### config.mk
export PLATFORM = sky130hd
export DESIGN_NAME = debounce_bank_flat
export DESIGN_NICKNAME = d
export VERILOG_FILES = /design/src/rtl/debounce_pkg.sv /design/src/rtl/debounce_bank_if.sv /design/src/rtl/debounce_channel.sv /design/src/rtl/debounce_bank.sv /design/src/flat_wrapper.sv
export SDC_FILE = /design/constraint.sdc
export NUM_CORES = 1
export LEC_CHECK = 0
export ABC_AREA = 0
export ABC_CLOCK_PERIOD_IN_PS = 2300
export BUFFER_PORTS_ARGS = -buffer_cell sky130_fd_sc_hd__buf_2
export CAP_MARGIN = 20
export CORE_MARGIN = 4
export CORE_UTILIZATION = 60
export DETAILED_ROUTE_END_ITERATION = 6
export GPL_ROUTABILITY_DRIVEN = 1
export GPL_TIMING_DRIVEN = 1
export HOLD_SLACK_MARGIN = 0.15
export PLACE_DENSITY = 0.79
export SLEW_MARGIN = 20
export SYNTH_ARGS = -nofsm -noshare
export SYNTH_HDL_FRONTEND = slang
export SYNTH_HIERARCHICAL = 1
export SYNTH_SLANG_ARGS = --single-unit
### constraint.sdc
create_clock -name clock -period 2.3 [get_ports clock]
set_input_delay 0.46 -clock clock [delete_from_list [all_inputs] [get_ports clock]]
set_output_delay 0.46 -clock clock [all_outputs]
set_load 0.05 [all_outputs]
### src/rtl/debounce_pkg.sv
// Shared helpers for debounced input blocks.
// Counter-width function and a wide counter type for constant sizing.
package debounce_pkg;

    localparam int CntMaxW = 32;

    typedef logic [CntMaxW-1:0] debounce_cnt_t;

    function automatic int cnt_width(input int timeout);
        int w;
        w = $clog2(timeout);
        return (w < 1) ? 1 : w;
    endfunction

endpackage

### src/rtl/debounce_bank_if.sv
// Pin-side bundle of the debounce bank.
// clear/sticky exist only with DEBOUNCE_BANK_STICKY_EN.
interface debounce_bank_if #(
    parameter int Channels = 8
);
    logic [Channels-1:0] pins;
    logic [Channels-1:0] level;
    logic [Channels-1:0] rise;
    logic [Channels-1:0] fall;
    logic                any;
`ifdef DEBOUNCE_BANK_STICKY_EN
    logic [Channels-1:0] clear;
    logic [Channels-1:0] sticky;
`endif

    modport master (
        output pins,
`ifdef DEBOUNCE_BANK_STICKY_EN
        output clear,
        input  sticky,
`endif
        input  level,
        input  rise,
        input  fall,
        input  any
    );

    modport slave (
        input  pins,
`ifdef DEBOUNCE_BANK_STICKY_EN
        input  clear,
        output sticky,
`endif
        output level,
        output rise,
        output fall,
        output any
    );
endinterface

### src/rtl/debounce_channel.sv
// One debounce lane: synchroniser, stability counter,
// level register and registered edge pulses.
module debounce_channel
    import debounce_pkg::*;
#(
    parameter int TimeOut    = 1000,
    parameter int SyncStages = 2
) (
    input  logic clock,
    input  logic reset_n,
    input  logic a,
    output logic level,
    output logic rise,
    output logic fall
);
    localparam int W = cnt_width(TimeOut);
    localparam debounce_cnt_t Last = debounce_cnt_t'(TimeOut - 1);

    logic [SyncStages-1:0] sync;
    logic [W-1:0]          cnt;
    logic                  s;

    assign s = sync[SyncStages-1];

    always_ff @(posedge clock) begin
        if (!reset_n) begin
            sync  <= '0;
            cnt   <= '0;
            level <= 1'b0;
            rise  <= 1'b0;
            fall  <= 1'b0;
        end else begin
            sync <= {sync[SyncStages-2:0], a};
            rise <= 1'b0;
            fall <= 1'b0;
            // any agreeing cycle restarts the stability count
            if (s == level) begin
                cnt <= '0;
            end else if (cnt == Last[W-1:0]) begin
                level <= s;
                cnt   <= '0;
                rise  <= s;
                fall  <= ~s;
            end else begin
                cnt <= cnt + 1'b1;
            end
        end
    end
endmodule

### src/rtl/debounce_bank.sv
// Multi-channel contact debouncer with level, edge and any outputs.
// Define DEBOUNCE_BANK_STICKY_EN for latched rise events (clear/sticky).
module debounce_bank
    import debounce_pkg::*;
#(
    parameter int                  Channels   = 8,
    parameter int                  TimeOut    = 1000,
    parameter int                  SyncStages = 2,
    parameter logic [Channels-1:0] Inverted   = '0
) (
    input  logic             clock,
    input  logic             reset_n,
    debounce_bank_if.slave   bus
);
    logic [Channels-1:0] a;
    logic [Channels-1:0] lvl;
    logic [Channels-1:0] rs;
    logic [Channels-1:0] fl;

    assign a = bus.pins ^ Inverted;

    for (genvar i = 0; i < Channels; i++) begin : g_ch
        debounce_channel #(
            .TimeOut    (TimeOut),
            .SyncStages (SyncStages)
        ) u_ch (
            .clock   (clock),
            .reset_n (reset_n),
            .a       (a[i]),
            .level   (lvl[i]),
            .rise    (rs[i]),
            .fall    (fl[i])
        );
    end

    assign bus.level = lvl;
    assign bus.rise  = rs;
    assign bus.fall  = fl;
    assign bus.any   = |lvl;

`ifdef DEBOUNCE_BANK_STICKY_EN
    logic [Channels-1:0] sticky_q;

    // set wins over clear so a coincident event is kept
    always_ff @(posedge clock) begin
        if (!reset_n) begin
            sticky_q <= '0;
        end else begin
            sticky_q <= (sticky_q & ~bus.clear) | rs;
        end
    end

    assign bus.sticky = sticky_q;
`endif
endmodule

### src/flat_wrapper.sv
// flat-port wrapper written by rule: the top's interface ports become plain ports
module debounce_bank_flat import debounce_pkg::*;
#(
    parameter int                  Channels   = 8,
    parameter int                  TimeOut    = 1000,
    parameter int                  SyncStages = 2,
    parameter logic [Channels-1:0] Inverted   = '0
)
  (clock, reset_n, bus_pins, bus_level, bus_rise, bus_fall, bus_any);
  debounce_bank_if #(.Channels(Channels)) bus_i ();
  input  logic clock;
  input  logic reset_n;
  input wire logic [$bits(bus_i.pins)-1:0] bus_pins;
  output wire logic [$bits(bus_i.level)-1:0] bus_level;
  output wire logic [$bits(bus_i.rise)-1:0] bus_rise;
  output wire logic [$bits(bus_i.fall)-1:0] bus_fall;
  output wire logic [$bits(bus_i.any)-1:0] bus_any;
  assign bus_i.pins = bus_pins;
  assign bus_level = bus_i.level;
  assign bus_rise = bus_i.rise;
  assign bus_fall = bus_i.fall;
  assign bus_any = bus_i.any;
  debounce_bank #(.Channels(Channels), .TimeOut(TimeOut), .SyncStages(SyncStages), .Inverted(Inverted)) u_core (.clock(clock), .reset_n(reset_n), .bus(bus_i));
endmodule
==> impl_results.md <==
* Final Hold Fails at 0
* Max Cap Viol at 0
* Layout Area Growth over Synthesis at 17.2%
* Largest family of logic cells by synthesized area: simple AND/OR/NAND/NOR gates
* Worst setup SP type: register
* Pwr Density at 751 nW/um2
* Core Region at 8260 um2
* Die area at 10000 um2
* Antenna-violating nets left at 0
* Post-CTS setup repair buffer count at 0
* Setup tns final at 0 ps
* Peak Freq at 484 MHz
* Status: completed
* Critical-path cell list: nor4_1 -> nand2_1 -> buf_2
* Grt ovf at 0
* Clock slew at reported path FFs at 50 ps
* DP HPWL at 6970 um
* Avg Cell Area, Syn at 9.74 um2
* Share of cells above drive strength 1 at 16.8%
* First-pass GRT wire length at 18000 um
* Slew headroom at 72.7%
* Diodes inserted at 0
* DIE HEIGHT at 100 um
* Placed insts at 664
* Hold WC Path Type: in2reg
* CTS sink count at 120
* Fin cells at 696
* Commonest non-fill, non-tap cell in the layout: dfxtp_1
* Net Count, Synth at 542
* Post-synthesis compound-gate area fraction at 15.3%
* DR WL met3 at 484 um
* Met1 Wirelength at 4540 um
* Leakage at 1.97 nW
* Final Critical Period at 2070 ps
* Die width at 100 um
* Final WL at 10400 um
* Crit Path Class: reg2out
* Worst-Skew Late Latency at 500 ps
* Synth Area in Adders at 1.96%
* Vias at 4092
* Critical Path Fanout Max at 5
* Seq/Total Area, Yosys at 47.1%
* Clk_skew at 9.14 ps
* IO Pins at 35
* Final Cycle Share at 89.9%
* XOR/XNOR Fraction of Synth Area at 5.83%
* Max incr delay on CP at 380 ps
* Simple-gate share of the synthesized area at 28.7%
* WL/cell at 14.9 um
* Layout Utilization at 72.4%
* Slowest stage cell, crit path: nor4_1
* Post-Syn Instances at 524
* RSZ-0062 raised after global routing: false
* Htree depth at 4
* DRC at 0
* Slew @ Worst Pin at 408 ps
* Most used DFF post-synth: dfxtp_1
* Max VDD drop at 0.490 mV
* Fin. max-slew vios at 0
* WP data arrival at 1610 ps
* Top Metal Used: met4
* CTS Buf Count at 17
* Post-synth EDFFs at 0
* DR iter-0 viols at 159
* Vias in the first global route at 4006
* Multiplexer share of the synthesized area at 0%
* Pre-CTS setup slack at 716 ps
* Initial core utilization at 61.8%
* Row count at 33
* CTS tree: yes
* Pre-antenna DRT Iters at 5
* DR WL met2 at 5310 um
* Final worst setup slack at 233 ps
* Commonest non-fill, non-tap cells in the layout: dfxtp_1 (120), nor2_1 (50), nand2_1 (49)
* Mapped Area at 5100 um2
* Filler cells at 610
* Final setup fails at 0
* FF+latch count, synth at 120
* YS warnings at 6
* IO buf count at 34
* CP Data Required Time at 1840 ps
* Routability cong. at 0.816
* Synth cell types at 34
* CP Capture Type: primary output
* Clk root buf: clkbuf_8
* Asr flop ratio synth at 0%
* Pin count of the biggest net entering global routing at 33
* # nets final at 599
* Initial antenna violation count at 0
* Max Root-Sink Buffers at 2
* Total GRT Usage at 21.9%
* Vias/cell at 5.88
* CTS resizes at 0
report_power, final:
group	internal (mW)	total [mW]	switching (mW)
combinational	0.0315	0.0745	0.0430
clock	1.47	2.30	0.830
sequential	2.10	2.11	0.0133
total	3.60	4.49	0.886
metal layers:
| layer | up-vias | GRT usage (%) |
|---|---|---|
| met5 | - | 0 |
| met4 | 0 | 6.32 |
| met3 | 2 | 6.39 |
| met2 | 105 | 37.9 |
| met1 | 1937 | 26.4 |
| li1 | 2048 | - |
synth_stat cells (2+ instances only):
master       n  area (um2)
and3_1       2        12.5
dfxtp_1    120        2400
a21boi_0     7        52.6
nand3_1     28         140
xnor2_1      9        78.8
a21oi_1     31         155
or3_2        7        52.6
a221oi_2     7         105
inv_1       15        56.3
and2_1      16         100
nor3_1      17        85.1
and4_1       7        61.3
or3_1       15        93.8
or4_1       14         105
nand3_4      7         123
nor4_1       2        12.5
nand4_1     14        87.6
o21ai_0     24         120
nand4bb_1    7        78.8
o31ai_1     21         158
and4bb_2     7        87.6
o311ai_4     7         184
ha_1         8         100
nand2_1     49         184
nor2_1      50         188
xor2_1      25         219
critical path, delay by kind of cell, from the launching register on:
family	cells	cell delay, ps
buffers and inverters	1	240
flip-flops	1	360
AND/OR/NAND/NOR	2	510
final cells by class:
type	count	area, um2	share of cell area [%]
clock buffers	27	512	8.56
flip-flops and latches	120	2400	40.2
inverters	15	56.3	0.942
repair buffers	38	220	3.68
clock inverters	2	12.5	0.209
multi-input cells	389	2650	44.2
well taps	105	131	2.20
what timing repair did:
| action | 4_1_cts | 5_1_grt |
|---|---|---|
| hold buffers | 3 | 0 |
| endpoints found under the hold margin | 3 | 0 |
| setup endpoints to repair | 0 | 0 |
cell families after synthesis:
| family | after synthesis |
|---|---|
| AO/OA/AOI/OAI | 98 |
| XOR/XNOR | 34 |
| adder cells (fa/ha/maj) | 8 |
| buffers and inverters | 15 |
| flip-flops | 120 |
| AND/OR/NAND/NOR | 249 |
metrics by stage:
| stage | hold WS (ps) | total power [mW] | area (um2) |
|---|---|---|---|
| final | 170 | 4.49 | 5980 |
| after global routing | 166 | 4.64 | 5980 |
| after CTS | 153 | 4.54 | 5980 |
| after detailed placement | 422 | 2.23 | 5430 |
| after global placement | 416 | 2.22 | 5430 |
| after floorplan | 412 | 2.19 | 5100 |
state kept, by name, indices dropped and copies added (netlist names):
name	cells
u_core/g_ch.u_ch/sync	16
u_core/g_ch.u_ch/cnt	80
u_core/g_ch.u_ch/level	8
u_core/g_ch.u_ch/fall	8
u_core/g_ch.u_ch/rise	8
final timing paths:
| path | depth (start not counted) | slack, ps | startpoint | to |
|---|---|---|---|---|
| min reg2reg | 1 | 430 | u_core/g_ch[1].u_ch/sync[0] | u_core/g_ch[1].u_ch/sync[1] |
| max | 3 | 230 | u_core/g_ch[7].u_ch/level | bus_any |
| min | 2 | 170 | bus_pins[5] | u_core/g_ch[5].u_ch/sync[0] |
| max reg2reg | 4 | 700 | u_core/g_ch[4].u_ch/cnt[0] | u_core/g_ch[4].u_ch/cnt[3] |
Note: power is estimated with default switching activity, not from simulation.
